===== src/rtl/coherence_pkg.sv =====
// Shared types and geometry for the per-CPU MSI coherence agent.
package coherence_pkg;

  localparam int ADDR_W = 11;
  localparam int IDX_W  = 4;
  localparam int OFF_W  = 2;
  localparam int TAG_W  = ADDR_W - IDX_W - OFF_W;

  // MSI line states; 2'b11 is never written.
  typedef enum logic [1:0] {
    MSI_I = 2'b00,
    MSI_S = 2'b01,
    MSI_M = 2'b10
  } msi_e;

  // Kind of bus request the agent is carrying.
  typedef enum logic [2:0] {
    REQ_NONE,
    REQ_RD,
    REQ_WR,
    REQ_UPG,
    REQ_WB
  } req_e;

  // Agent controller states.
  typedef enum logic [1:0] {
    ST_IDLE,
    ST_VICTIM,
    ST_REQ,
    ST_WAIT
  } fsm_e;

  // One directory line.
  typedef struct packed {
    logic [TAG_W-1:0] tag;
    msi_e             state;
  } dir_entry_t;

  // Block-aligned bus address from tag and index.
  function automatic logic [ADDR_W-1:0] block_addr(input logic [TAG_W-1:0] tag,
                                                   input logic [IDX_W-1:0] idx);
    return {tag, idx, {OFF_W{1'b0}}};
  endfunction

endpackage


===== src/rtl/coh_dir.sv =====
// Tag/state directory: flop array with a local and a snoop read port and a
// single write port. A snoop write wins the port; a blocked local write is
// reported through loc_wack so the caller retries on the next cycle.
module coh_dir
  import coherence_pkg::*;
(
  input  logic             clk,
  input  logic             rst_n,
  input  logic [IDX_W-1:0] loc_idx,
  output logic [TAG_W-1:0] loc_tag,
  output logic [1:0]       loc_state,
  input  logic [IDX_W-1:0] snp_idx,
  output logic [TAG_W-1:0] snp_tag,
  output logic [1:0]       snp_state,
  input  logic             snp_we,
  input  logic [1:0]       snp_wstate,
  input  logic             loc_we,
  input  logic [TAG_W-1:0] loc_wtag,
  input  logic [1:0]       loc_wstate,
  output logic             loc_wack
);

  localparam int DEPTH = 1 << IDX_W;

  dir_entry_t mem_q [DEPTH];
  dir_entry_t mem_d [DEPTH];

  // Combinational read ports.
  assign loc_tag   = mem_q[loc_idx].tag;
  assign loc_state = mem_q[loc_idx].state;
  assign snp_tag   = mem_q[snp_idx].tag;
  assign snp_state = mem_q[snp_idx].state;

  // Next directory contents: snoop state update first, otherwise local install.
  always_comb begin
    // NOTE: every comb output gets a default first so no path leaves it unassigned (no latch).
    mem_d    = mem_q;
    loc_wack = 1'b0;
    if (snp_we) begin
      mem_d[snp_idx].state = msi_e'(snp_wstate);
    end else if (loc_we) begin
      mem_d[loc_idx] = '{tag: loc_wtag, state: msi_e'(loc_wstate)};
      loc_wack       = 1'b1;
    end
  end

  // Directory register.
  always_ff @(posedge clk or negedge rst_n) begin
    if (!rst_n) begin
      // NOTE: this array is reset on purpose: a coherence directory must come up all-Invalid.
      for (int i = 0; i < DEPTH; i++) begin
        mem_q[i] <= '{tag: '0, state: MSI_I};
      end
    end else begin
      // NOTE: sequential state uses non-blocking assignment so all flops update together.
      mem_q <= mem_d;
    end
  end

endmodule


===== src/rtl/coherence_agent.sv =====
// Per-CPU MSI coherence agent: turns local D-cache misses into bus requests,
// handles modified-victim writeback, and answers bus snoops.
module coherence_agent
  import coherence_pkg::*;
(
  input  logic              clk,
  input  logic              rst_n,
  input  logic              cpu_re,
  input  logic              cpu_we,
  input  logic [ADDR_W-1:0] cpu_addr,
  output logic              cpu_stall,
  output logic              read_miss,
  output logic              write_miss,
  output logic              invalidate,
  output logic              wback,
  output logic [ADDR_W-1:0] BICO,
  output logic [1:0]        block_state,
  input  logic              grant,
  input  logic              bus_done,
  input  logic              cpu_search,
  input  logic [ADDR_W-1:0] BOCI,
  output logic              cpu_search_found,
  input  logic              cpu_datasel,
  input  logic              invalidate_from_other_cpu
);

  fsm_e             state_q, state_d;
  req_e             req_q, req_d, req_eff;
  logic             gnt_q, gnt_d;
  logic             done_q, done_d;
  logic             snp_valid_q, snp_valid_d;
  logic             snp_found_q, snp_found_d;
  logic [1:0]       snp_state_q, snp_state_d;

  logic [IDX_W-1:0] cpu_idx, boci_idx;
  logic [TAG_W-1:0] cpu_tag, boci_tag;
  logic [TAG_W-1:0] loc_tag, snp_tag, loc_wtag;
  logic [1:0]       loc_state, snp_state, loc_wstate, snp_wstate;
  logic             loc_hit, boci_hit, loc_we, loc_wack, snp_we, stall_c;
  logic             unused_off;

  assign cpu_idx    = cpu_addr[OFF_W +: IDX_W];
  assign cpu_tag    = cpu_addr[ADDR_W-1 -: TAG_W];
  assign boci_idx   = BOCI[OFF_W +: IDX_W];
  assign boci_tag   = BOCI[ADDR_W-1 -: TAG_W];
  assign unused_off = ^{cpu_addr[OFF_W-1:0], BOCI[OFF_W-1:0]};

  assign loc_hit  = (loc_state != MSI_I) && (loc_tag == cpu_tag);
  assign boci_hit = (snp_state != MSI_I) && (snp_tag == boci_tag);

  // Snoop-side directory updates: invalidate kills the line, datasel downgrades M to S.
  assign snp_we     = boci_hit && (invalidate_from_other_cpu ||
                                   (cpu_datasel && snp_state == MSI_M));
  assign snp_wstate = invalidate_from_other_cpu ? MSI_I : MSI_S;

  coh_dir u_dir (
    .clk        (clk),
    .rst_n      (rst_n),
    .loc_idx    (cpu_idx),
    .loc_tag    (loc_tag),
    .loc_state  (loc_state),
    .snp_idx    (boci_idx),
    .snp_tag    (snp_tag),
    .snp_state  (snp_state),
    .snp_we     (snp_we),
    .snp_wstate (snp_wstate),
    .loc_we     (loc_we),
    .loc_wtag   (loc_wtag),
    .loc_wstate (loc_wstate),
    .loc_wack   (loc_wack)
  );

  // Snoop lookup result, presented the cycle after cpu_search for one cycle.
  always_comb begin
    snp_valid_d = cpu_search;
    snp_found_d = cpu_search && boci_hit;
    snp_state_d = (cpu_search && boci_hit) ? snp_state : MSI_I;
  end

  // Controller next state, bus request drive and directory install requests.
  always_comb begin
    state_d    = state_q;
    req_d      = req_q;
    req_eff    = req_q;
    gnt_d      = gnt_q;
    done_d     = done_q;
    loc_we     = 1'b0;
    loc_wtag   = cpu_tag;
    loc_wstate = MSI_I;
    stall_c    = 1'b0;
    read_miss  = 1'b0;
    write_miss = 1'b0;
    invalidate = 1'b0;
    wback      = 1'b0;
    BICO       = '0;
    case (state_q)
      ST_IDLE: begin
        gnt_d  = 1'b0;
        done_d = 1'b0;
        if ((cpu_re || cpu_we) && !(loc_hit && (!cpu_we || loc_state == MSI_M))) begin
          stall_c = 1'b1;
          if (loc_hit) begin
            req_d   = REQ_UPG;
            state_d = ST_REQ;
          end else begin
            req_d   = cpu_we ? REQ_WR : REQ_RD;
            state_d = (loc_state == MSI_M) ? ST_VICTIM : ST_REQ;
          end
        end
      end
      ST_VICTIM: begin
        stall_c = 1'b1;
        BICO    = block_addr(loc_tag, cpu_idx);
        if (loc_state != MSI_M) begin
          // A snoop took the victim away; start over from IDLE.
          state_d = ST_IDLE;
        end else begin
          wback = !gnt_q && !grant;
          if (grant) gnt_d = 1'b1;
          if (gnt_q && (bus_done || done_q)) begin
            loc_we   = 1'b1;
            loc_wtag = loc_tag;
            if (loc_wack) begin
              state_d = ST_REQ;
              gnt_d   = 1'b0;
              done_d  = 1'b0;
            end else begin
              done_d = 1'b1;
            end
          end
        end
      end
      ST_REQ: begin
        stall_c = 1'b1;
        BICO    = block_addr(cpu_tag, cpu_idx);
        // An upgrade whose S copy was invalidated must fetch the block instead.
        if (req_q == REQ_UPG && !loc_hit) req_eff = REQ_WR;
        req_d      = req_eff;
        read_miss  = (req_eff == REQ_RD)  && !grant;
        write_miss = (req_eff == REQ_WR)  && !grant;
        invalidate = (req_eff == REQ_UPG) && !grant;
        if (grant) state_d = ST_WAIT;
      end
      ST_WAIT: begin
        stall_c = 1'b1;
        BICO    = block_addr(cpu_tag, cpu_idx);
        if (bus_done || done_q) begin
          loc_we     = 1'b1;
          loc_wstate = (req_q == REQ_RD) ? MSI_S : MSI_M;
          if (loc_wack) begin
            state_d = ST_IDLE;
            done_d  = 1'b0;
          end else begin
            done_d = 1'b1;
          end
        end
      end
      default: state_d = ST_IDLE;
    endcase
  end

  assign cpu_stall        = stall_c && rst_n;
  assign cpu_search_found = snp_found_q;
  assign block_state      = snp_valid_q ? snp_state_q :
                            (state_q == ST_IDLE) ? MSI_I : loc_state;

  // Controller and snoop-result registers.
  always_ff @(posedge clk or negedge rst_n) begin
    if (!rst_n) begin
      state_q     <= ST_IDLE;
      req_q       <= REQ_NONE;
      gnt_q       <= 1'b0;
      done_q      <= 1'b0;
      snp_valid_q <= 1'b0;
      snp_found_q <= 1'b0;
      snp_state_q <= MSI_I;
    end else begin
      state_q     <= state_d;
      req_q       <= req_d;
      gnt_q       <= gnt_d;
      done_q      <= done_d;
      snp_valid_q <= snp_valid_d;
      snp_found_q <= snp_found_d;
      snp_state_q <= snp_state_d;
    end
  end

endmodule


===== config.mk =====
export PLATFORM = sky130hd
export DESIGN_NAME = coherence_agent
export DESIGN_NICKNAME = d
export VERILOG_FILES = /design/src/rtl/coherence_pkg.sv /design/src/rtl/coh_dir.sv /design/src/rtl/coherence_agent.sv
export SDC_FILE = /design/constraint.sdc
export NUM_CORES = 1
export LEC_CHECK = 0
export ABC_AREA = 1
export CAP_MARGIN = 10
export CORE_MARGIN = 2
export CORE_UTILIZATION = 40
export CTS_BUF_LIST = sky130_fd_sc_hd__clkbuf_4
export DETAILED_ROUTE_END_ITERATION = 16
export DONT_BUFFER_PORTS = 1
export GPL_ROUTABILITY_DRIVEN = 0
export GPL_TIMING_DRIVEN = 1
export PLACE_DENSITY = 0.51
export SLEW_MARGIN = 20
export SYNTH_ARGS = -nofsm -noshare
export SYNTH_HDL_FRONTEND = slang
export SYNTH_SLANG_ARGS = --single-unit

===== constraint.sdc =====
create_clock -name clk -period 2.9 [get_ports clk]
set_input_delay 0.58 -clock clk [delete_from_list [all_inputs] [get_ports clk]]
set_output_delay 0.58 -clock clk [all_outputs]
set_load 0.005 [all_outputs]

==> results by stage <==
Run status:
- The run finished, with violations left.
- The final reports fail on hold timing.

Critical path:
- The sort of element at the end of the critical path is an output pin.
- STA puts the critical path data arrival time at 2.24 ns.
- By startpoint and endpoint, the worst setup path is classified as in -> out.
- The critical-path maximum fanout is 80.
- The worst setup path is launched from a primary input.
- Together, buffers and inverters on the worst path number 3.
- Walking the worst path, the cells encountered are inv_2, buf_12, nand2_1, nand2_1, nand2_1, nand2_1, nand2_1, nand2_1, nor2_1, nand2_1, nand2_1, nor2_1, nand3_2, nand2_1, nand3_2, nand2_1, inv_1.
- For this design, the slowest cell found on the critical path is sky130_fd_sc_hd__buf_12.
- The data required time at the worst endpoint is 2.32 ns.
- The most used cell along the critical path is sky130_fd_sc_hd__nand2_1.
- The cell family with the largest share of critical-path delay is simple AND/OR/NAND/NOR gates.
- The largest single stage delay on the critical path is 0.21 ns.

Placement:
- The area after detailed placement is 0.00867 mm².
- Prior to clock tree synthesis, the placed netlist has a worst setup slack of 0.135 ns.
- Input and output buffers added on the ports amount to 0.
- Summed over all nets, the half-perimeter wirelength after detailed placement is 19000 µm.

Floorplanning:
- The top-level port count is 50.
- For this configuration, the core starts out at a cell density of 40.8%.
- The die is 148 µm wide.
- The vertical die dimension is 148 µm.
- The die covers 0.0219 mm².
- The core footprint is 0.0203 mm².
- The number of placement rows is 52.

Routing:
- The post-detailed-route wirelength per cell is 17.5 µm.
- The detail route stage leaves a number of antenna-violating nets equal to 0.
- The pre-antenna-repair detailed-routing pass consisted of 5 iterations.
- The number of vias after detailed routing is 8096.
- In the routed layout, each cell is associated on average with a via count of 5.08.
- The overall routed net length is 27800 µm.
- The starting DRC count in detailed routing is 557.
- For this run, design rule violations remaining after detail routing come to 0.

Clock tree:
- The TritonCTS clock tree is built.
- The clock root buffer is sky130_fd_sc_hd__clkbuf_4.
- In this run the deepest clock path goes through 2 buffers.
- The total CTS buffers is 17.
- The clock net sink count is 123.
- The insertion delay of the later-clocked pin in the worst-skew pair is 0.54 ns.
- The number of levels in the clock H-tree is 4.
- After clock tree synthesis, the clock-pin slew on the worst setup and hold paths is 0.13 ns.
- The count of hold-fix buffers inserted at cts is 1.

STA:
- For the pin with the worst max-slew slack, the measured transition is 0.589 ns.
- The number of setup violations in the final report is 0.
- The maximum achievable frequency is 355 MHz.
- The worst setup skew after layout is 0.0193 ns.
- The final number of max-transition violations was 0.
- Final hold analysis gives a worst-case slack of -0.279 ns.
- The worst path meets setup with 0.0815 ns of slack.
- The final count of hold timing violations is 123.
- The final critical-path share of the clock period is 97.2%.
- The worst slew margin relative to its limit is 60.8%.
- The final critical path time including I/O delays and setup is 2.82 ns.
- Setup repair after global routing could not meet its margin everywhere.

Power:
- The worst voltage drop across the vdd grid is 0.000331 V.
- The power after layout is 5.93 mW.
- For this design the static power due to leakage is 4.66 nW.
- The total power density per cell area is 649 mW/mm².

Yosys:
- The commonest cells after synthesis are sky130_fd_sc_hd__nand2_1 (643), sky130_fd_sc_hd__dfrtp_1 (123), sky130_fd_sc_hd__nand3_1 (113).
- The synthesized flop and latch total is 123.
- Yosys attributes the largest share of cell area to sky130_fd_sc_hd__dfrtp_1 (37%), sky130_fd_sc_hd__nand2_1 (29%), sky130_fd_sc_hd__nand3_1 (6.8%).
- For this run, the leading register cell type out of synthesis is sky130_fd_sc_hd__dfrtp_1.
- The count of distinct cell types in the synthesized netlist is 29.
- The synthesized design spends more area on one cell type than any other, namely sky130_fd_sc_hd__dfrtp_1.
- The number of flops mapped to enable cells by yosys is 0.
- The share of flip-flops with an asynchronous set or reset is 100%.
- The proportion of synthesized chip area in sequential cells is 37.1%.
- After technology mapping, the gate count stands at 1300.
- Averaged over all synthesized cells, the footprint is 6.37 µm².
- The most frequent cell after synthesis is sky130_fd_sc_hd__nand2_1.
- The mapped netlist covers 0.00829 mm².
- In this run the biggest area consumer among cell types represents 37.1% of the synthesized area.
- The Yosys step of the flow raised 0 warnings.

Global routing:
- The wire length of the first global-routing pass is 44000 µm.
- The maximum number of pins on one net before global-route repair is 125.
- The number of global-route vias before repair was 7614.
- The residual overflow from global routing is 0.
- The number of antenna violations at the first check in global routing came to 1.
- In the global route stage, overall resource usage came out at 26.5%.

Finish:
- In the final layout, the share of cells above drive strength 1 is 10.8%.
- The final instance area is 0.00914 mm².
- In the final design database the tool counted 1344 nets.
- The post-synthesis to final-layout area growth is 10.3%.
- The core utilization of the finished layout is 45.0%.

Hold path:
- The class of the tightest hold or removal check is in -> async.

Flow run:
- Across the run, the number of max-cap violations was 0.
## routing by layer
layer | global-route usage [%] | part of all wire [%] | wire, µm | up-vias
met1 | 37.8 | 48 | 13300 | 3761
met4 | 7.43 | 2.2 | 616 | 0
met3 | 3.95 | 4.2 | 1180 | 32
met5 | 0 | 0 | 0 | -
met2 | 42.0 | 46 | 12700 | 182
li1 | - | - | - | 4121
## state kept, by name (all words and copies together) (netlist names)
name	cells
snp_state_q	2
req_q	3
u_dir.mem_q	112
snp_valid_q	1
state_q	2
done_q	1
cpu_search_found	1
gnt_q	1
## final timing paths
path,startpoint,endpoint,slack [ns],cells past startpoint
min in group clk,cpu_search,snp_state_q[1],0.29,2
worst min register to register,u_dir.mem_q[11],u_dir.mem_q[11],0.50,2
max in group asynchronous,rst_n,req_q[0],2.96,0
worst max-delay path,cpu_addr[2],cpu_stall,0.08,17
worst min-delay path,rst_n,u_dir.mem_q[0],-0.28,0
worst max register to register,u_dir.mem_q[64],u_dir.mem_q[98],0.38,15
## power by group
group          switching, mW  internal [mW]  total [mW]  leakage, nW
registers              0.369           2.21        2.58         1.66
logic                   1.31          0.821        2.13         2.85
clock network          0.700          0.519        1.22        0.142
total                   2.37           3.55        5.93         4.66
## cells in the final DEF, fill, tap and decap left out, drive strengths merged, types with 4 or more instances in the layout
cell / Yosys / final
a21oi: 13 / 13
clkinv: 1 / 8
nand4: 6 / 6
nor3: 9 / 9
o21bai: 7 / 7
buf: 62 / 59
clkinvlp: 0 / 4
nand3: 125 / 125
o21ai: 141 / 141
ha: 4 / 4
inv: 76 / 76
nor2: 73 / 73
dfrtp: 123 / 123
nand2: 644 / 644
clkbuf: 9 / 19
## logic make-up after synthesis
| group | after synthesis | synth area share [%] |
|---|---|---|
| compound gates | 164 | 10.2 |
| buf+inv | 148 | 9.21 |
| flops | 123 | 37.1 |
| simple gates | 860 | 42.8 |
| other cells | 1 | 0.0453 |
| fa+ha+maj | 4 | 0.604 |
## through the flow
stage                     instances  TNS [ns]
after global routing           1593    -0.131
after floorplan                1301         0
after detailed placement       1546         0
final                          1593         0
after global placement         1546         0
after CTS                      1582         0
## cell type report
cell class	count	area (µm²)
Sequential cell	123	3080
Fill cell	2264	11200
Clock inverter	13	128
Clock buffer	19	143
Inverter	77	289
Timing Repair Buffer	60	628
Antenna cell	1	2.50
Multi-Input combinational cell	1030	4530
Tap cell	270	338
## timing repair
item / 4_1_cts / 5_1_grt
pin swaps: 1 / 5
cloned: 0 / 0
endpoints found under the setup margin: 4 / 4
resized for setup: 10 / 19
setup buffers: 3 / 10
hold endpoints to repair: 124 / 123
Power figures use the tool's default switching activity.
==> variant 1: new RTL, same flow settings <==
Set the package constant `ADDR_W` to 13 (it was 11).
--- a/src/rtl/coherence_pkg.sv
+++ b/src/rtl/coherence_pkg.sv
@@ -1,7 +1,7 @@
 // Shared types and geometry for the per-CPU MSI coherence agent.
 package coherence_pkg;
 
-  localparam int ADDR_W = 11;
+  localparam int ADDR_W = 13;
   localparam int IDX_W  = 4;
   localparam int OFF_W  = 2;
   localparam int TAG_W  = ADDR_W - IDX_W - OFF_W;
Interface: changed (resized BICO, BOCI and cpu_addr); port bits go from 50 to 56. No check against the original RTL was run, so the function may have changed too.
==> variant 1 against the original RTL <==
First-iteration DRC count up 73%. Utilization increased by 3.7 points. Critical path depth decreased by 1. Sequential cell count is 32 higher. Critical endpoint unchanged. Worst setup slack worse by 0.069 ns. Non-clock buffer count rose by 93. Highest routed layer unchanged. Synthesized area is 22% higher. Die area rose by 21%. Count of clock-buffer cells in the layout unchanged. Wire length up 27%. Cell area grew 33%. Final cell count increased by 28%. The flow still finishes with violations (hold timing). Power grew 33%. Critical path type is now reg -> out.
==> variant 1: results (changes against the original RTL) <==
- The count of hold buffers inserted by post-cts repair was 1 (unchanged).
- The overall fraction of global-route tracks in use was 27.14% (+0.64 points).
- The count of port buffers added during placement is 0 (unchanged).
- The amount of wire on met2 after detailed routing came to 15,840 um (+25%).
- By area the synthesized netlist is led by dfrtp_1, nand2_1, o21ai_0.
- The placed wire-length estimate after detailed placement is 23,450 um (+23%).
- The met3 usage came to 4.533% (+0.58 points).
- The maximum fanout encountered on the critical timing path is 4 (-95%).
- The worst-case hold slack is -0.3265 ns (-0.04727 ns).
- The final cell count without fillers is 2,036 (+28%).
- The number of design-rule violations left by the first detailed-router iteration was 965 (+73%).
- The fraction of final layout cells sized beyond drive strength 1 is 15.01% (+4.2 points).
- The sequential-to-total area share from yosys stat is 38.52% (+1.4 points).
- The average instance area after synthesis is 6.269 um^2 (-1.6%).
- The net total in the final layout was 1,731 (+29%).
- The maximum achievable frequency is 346.4 MHz (-2.4%).
- The min-delay analysis places its worst path in the category in -> async.
- The flow ran to the end, but the final reports show violations.
- The met1 track demand over resource in global routing is 38.55% (+0.74 points).
- The global-route track usage on met2 is 43.04% (+1.0 points).
- The distinct cell type count after synthesis is 33 (+14%).
- The pin count of the biggest net entering global routing is 157 (+26%).
- The detailed-routing iteration count for the pre-antenna-repair pass is 6 (+1).
- The insertion delay to the later sink of the worst-skew pair is 0.57 ns (+0.03 ns).
- The worst clock skew came to 0.03236 ns (+0.01305 ns).
- The prevailing post-synth register cell is dfrtp_1.
- The largest registers in the layout are u_dir.mem_q: 144 flops, req_q: 3 flops.
- The fill cell instance count of the final layout is 2,655 (+17%).
- The checks that failed: hold timing.
- The wire length of the first global-routing pass is 55,220 um (+25%).
- The clock-pin slew reported for the worst setup and hold paths after clock tree synthesis was 0.15 ns (+0.02 ns).
- The number of levels in the clock H-tree is 4 (unchanged).
- The worst ir drop on vdd is 0.0002790 V (-16%).
- The routed length on met3 was 2430 um (+110%).
- The transition at the pin with the smallest max-transition slack is 0.7050 ns (+0.1164 ns).
- The hold violation total from the final report was 155 (+26%).
- The routed metal-1 wire length is 16,420 um (+23%).
- The setup slack after placement came to -0.09951 ns (-0.2342 ns).
- Counting instances in the post-synthesis netlist gives the leading cell types as nand2_1, o21ai_0, dfrtp_1.
- The number of vias per cell is 5.191 (+2.1%).
- The number of global-route vias before repair is 9,728 (+28%).
- The leakage power of the design is 6.119 nW (+31%).
- The maximum count of clock buffers along a single path is 2 (unchanged).
- The per-cell routed wire length is 17.35 um (-0.60%).
- The highest layer touched by signal routing is met4.
variant 1: changes by cell type after synthesis, sizes merged, moves of 21 or more:
cell    change
o21ai      +69
clkbuf     +21
inv        +29
nand3      -40
dfrtp      +32
nand2     +168
o211ai     +24
variant 1: cell families after synthesis:
kind of cell | after synthesis | synth area share, %
fa+ha+maj | 4 | 0.4971
flops | 155 | 38.52
other cells | 1 | 0.03725
compound gates | 252 | 13.27
simple gates | 999 | 39.31
buf+inv | 195 | 8.363
variant 1: path summary, 6_finish.rpt:
| kind | startpoint | endpoint | slack (ns) | cells after the start |
|---|---|---|---|---|
| setup / recovery | u_dir.mem_q[48]$_DFFE_PN0P_ | cpu_stall | 0.01 | 16 |
| hold / removal | rst_n | u_dir.mem_q[139]$_DFFE_PN0P_ | -0.33 | 0 |
| setup reg to reg | u_dir.mem_q[63]$_DFFE_PN0P_ | u_dir.mem_q[1]$_DFFE_PN0P_ | 0.35 | 16 |
| hold reg to reg | u_dir.mem_q[141]$_DFFE_PN0P_ | u_dir.mem_q[141]$_DFFE_PN0P_ | 0.50 | 2 |
| max in group asynchronous | rst_n | u_dir.mem_q[72]$_DFFE_PN0P_ | 2.94 | 0 |
| min in group clk | cpu_search | cpu_search_found$_DFF_PN0_ | 0.16 | 2 |
variant 1: per-stage QoR:
| stage | cell area (um^2) | util [%] |
|---|---|---|
| after global placement | 11300 | 45.26 |
| after CTS | 11920 | 47.75 |
| final | 12150 | 48.68 |
| after global routing | 12150 | 48.68 |
| after floorplan | 10090 | - |
| after detailed placement | 11300 | 45.26 |
variant 1: timing repair:
action,CTS,global route
setup buffers,31,14
resized for setup,34,48
pin swaps,20,26
endpoints found under the hold margin,156,155
setup endpoints to repair,3,4
variant 1: critical path: stages, from the launching register on:
cell and delay (ns):
dfrtp_1 0.37, inv_1 0.05, o21ai_1 0.14, nand2_1 0.08, nand2_2 0.07, nand2_2 0.06
nand2_4 0.10, nor2_2 0.05, buf_4 0.13, nand2_1 0.07, nand3_2 0.09, nor2_4 0.16
nand2_4 0.09, nand2_4 0.08, nand3_4 0.07, nand2_2 0.09, inv_2 0.04
variant 1: area by class of cell:
class	count	area share, %
multi-input combinational	1257	45.92
sequential	155	31.92
timing repair buffer	153	13.08
tap	330	3.398
inverter	108	3.336
clock buffer	19	1.174
clock inverter	13	1.163
antenna	1	0.02059
variant 1: where the power goes:
part           internal (mW)  leakage (nW)  switching (mW)  total [mW]
logic                   1.33          3.90            1.77        3.10
registers               2.85          2.07           0.519        3.37
clock network          0.537         0.151           0.858        1.39
total                   4.72          6.12            3.15        7.87
==> variant 2: new RTL, same settings <==
Made on the original files. Make the reset (`rst_n`) synchronous in 2 clocked blocks.
--- a/src/rtl/coh_dir.sv
+++ b/src/rtl/coh_dir.sv
@@ -45,7 +45,7 @@
   end
 
   // Directory register.
-  always_ff @(posedge clk or negedge rst_n) begin
+  always_ff @(posedge clk) begin
     if (!rst_n) begin
       // NOTE: this array is reset on purpose: a coherence directory must come up all-Invalid.
       for (int i = 0; i < DEPTH; i++) begin
--- a/src/rtl/coherence_agent.sv
+++ b/src/rtl/coherence_agent.sv
@@ -165,7 +165,7 @@
                             (state_q == ST_IDLE) ? MSI_I : loc_state;
 
   // Controller and snoop-result registers.
-  always_ff @(posedge clk or negedge rst_n) begin
+  always_ff @(posedge clk) begin
     if (!rst_n) begin
       state_q     <= ST_IDLE;
       req_q       <= REQ_NONE;
Formal check against the unedited RTL: differs if rst_n is asserted again (counterexample within 4 cycles, from zero or initial values and one cycle with rst_n low); with rst_n held inactive, the same outputs for 4 cycles.
==> variant 2 against the original RTL <==
First-iteration DRC count grew 29%. Synthesized area shrank 0.76%. Critical path depth shrank 4. Worst setup slack gained 0.020 ns. Wire length grew 0.97%. Sequential cell count is the same. Cell area grew 3.8%.
Power is not compared: it rests on default switching activity, and its combinational part moved more than twofold at a synthesized area within 25%.
==> variant 2: results (changes against the original RTL) <==
- The fraction of synthesis flops using an asynchronous set or reset pin came to 0% (-100 points).
- The biggest cell delay along the critical path is 0.35 ns (+0.14 ns).
- The fill cell instance count of the final layout is 2,212 (-2.3%).
- The count of warnings emitted by yosys came to 0 (unchanged).
- The worst clock skew was 0.03118 ns (+0.01187 ns).
- The cell area after placement is 0.008900 mm^2 (+2.6%).
- By count the netlist is led by nand2_1, inv_1, o21ai_0.
- The count of instances resized after the clock tree is built is 28 (+18).
- The number of levels in the clock H-tree came to 4 (unchanged).
- The per-cell routed wire length is 16.31 um (-6.5%).
- The complex-gate fraction of the synthesized area is 19.16% (+8.9 points).
- Among all stages on the critical path, the largest delay is contributed by dfxtp_2.
- In this design, the largest share of critical-path delay is due to simple AND/OR/NAND/NOR gates.
- The internal reg-to-reg setup slack is 0.46 ns (+0.08 ns).
- Yosys attributes the largest share of cell area to dfxtp_1, nand2_1, o21ai_0.
- The aggregate routed wire length is 28,070 um (+0.97%).
- The most critical setup path has its startpoint at u_dir.mem_q[12]$_SDFFE_PN0P_.
- The number of placed instances with taps included came to 1,682 (+8.8%).
- The number of global-route vias before repair is 7,970 (+4.7%).
- The number of enable flip-flop cells after synthesis is 0 (unchanged).
- The worst ir drop on vdd is 0.0002429 V.
- The distinct cell type count after synthesis is 39 (+34%).
- The flow ran to the end, and the final reports show no timing, DRC or antenna violations.
- The sequential-to-total area share from yosys stat was 29.95% (-7.2 points).
- The clock root buffer is clkbuf_4.
- The transition at the pin with the smallest max-transition slack is 0.8414 ns (+0.2528 ns).
- The cell count after synthesis is 1,412 (+8.6%).
- The source of the worst hold timing path is cpu_search.
- The number of vias per cell came to 5.016 (-1.3%).
- The net total in the final layout is 1,472 (+9.5%).
- The reg-to-reg critical path startpoint is u_dir.mem_q[28]$_SDFFE_PN0P_.
- The maximum fanout encountered on the critical timing path is 6 (-93%).
- The number of design-rule violations left by the first detailed-router iteration came to 717 (+29%).
- The kind of critical path is reg -> out.
- The post-CTS setup buffer count is 2 (-1).
- The multiplexer share of the synthesized area is 0% (unchanged).
- The worst-case hold slack was 0.1243 ns (+0.4035 ns).
- The pin count of the biggest net entering global routing is 93 (-26%).
- The overall fraction of global-route tracks in use is 26.05% (-0.44 points).
- The largest registers in the layout are u_dir.mem_q: 112 flops, req_q: 3 flops.
- The count of port buffers added during placement came to 0 (unchanged).
- The wire length of the first global-routing pass is 43,960 um (-0.11%).
- The endpoint of the most critical setup path is invalidate.
- The placed wire-length estimate after detailed placement is 19,270 um (+1.2%).
- In this run the worst hold path is classified as in -> reg.
- The arithmetic-cell share of the synthesized area counting full adders, half adders and majority gates is 0.6086% (+0.0046 points).
- The detailed-routing iteration count for the pre-antenna-repair pass is 6 (+1).
- The insertion delay to the later sink of the worst-skew pair came to 0.59 ns (+0.05 ns).
- The fraction of final layout cells sized beyond drive strength 1 is 16.41% (+5.6 points).
- The data arrival time at the worst-slack endpoint is 2.22 ns (-0.02 ns).
- The endpoint identified for the worst register-to-register timing path is u_dir.mem_q[27]$_SDFFE_PN0P_.
[variant 2: cell count changes after synthesis, sizes merged, moves of 19 or more]
cell | before | now
o21ai | 141 | 169
nand2 | 644 | 535
inv | 76 | 153
a21oi | 13 | 122
nand3 | 125 | 106
clkbuf | 9 | 31
dfxtp | 0 | 123
dfrtp | 123 | 0
[variant 2: area by class of cell]
type | instances | area share [%]
diodes | 1 | 0.02639
clock buffers | 17 | 1.346
clock inverters | 15 | 2.072
inverters | 154 | 6.122
multi-input cells | 1048 | 51.15
flip-flops and latches | 123 | 26.38
well taps | 270 | 3.562
repair buffers | 93 | 9.342
[variant 2: kinds of logic (layout without fill, tap and decap cells)]
group,count (synthesis),count (layout)
adders and majority gates,4,4
and+or+nand+nor,738,738
other,1,3
AOI/OAI and AO/OA,304,304
buffers and inverters,242,279
DFF,123,123
[variant 2: power groups by stage]
stage	clock network, mW	registers [mW]	logic (mW)
CTS	1.45	1.76	0.751
detailed placement	0	1.80	0.740
global placement	0	1.80	0.741
finish	1.43	1.76	0.773
global route	1.52	1.77	0.861
floorplan	0	1.79	0.576
[variant 2: stage by stage]
| step | util (%) | worst slack, ns | setup TNS, ns |
|---|---|---|---|
| final | 46.87 | 0.1012 | 0 |
| after global routing | 46.87 | -0.04320 | -0.1020 |
| after CTS | 45.91 | -0.001386 | -0.001386 |
| after detailed placement | 43.98 | 0.008354 | 0 |
| after global placement | 43.98 | 0.07307 | 0 |
| after floorplan | - | 0.1500 | 0 |
[variant 2: metal layers]
metal | vias to the layer above | wire, um | track usage [%]
met5 | - | 0 | 0
met4 | 0 | 491 | 7.308
met3 | 32 | 1624 | 4.846
met2 | 200 | 12510 | 41.64
met1 | 3868 | 13450 | 36.11
li1 | 4532 | - | -
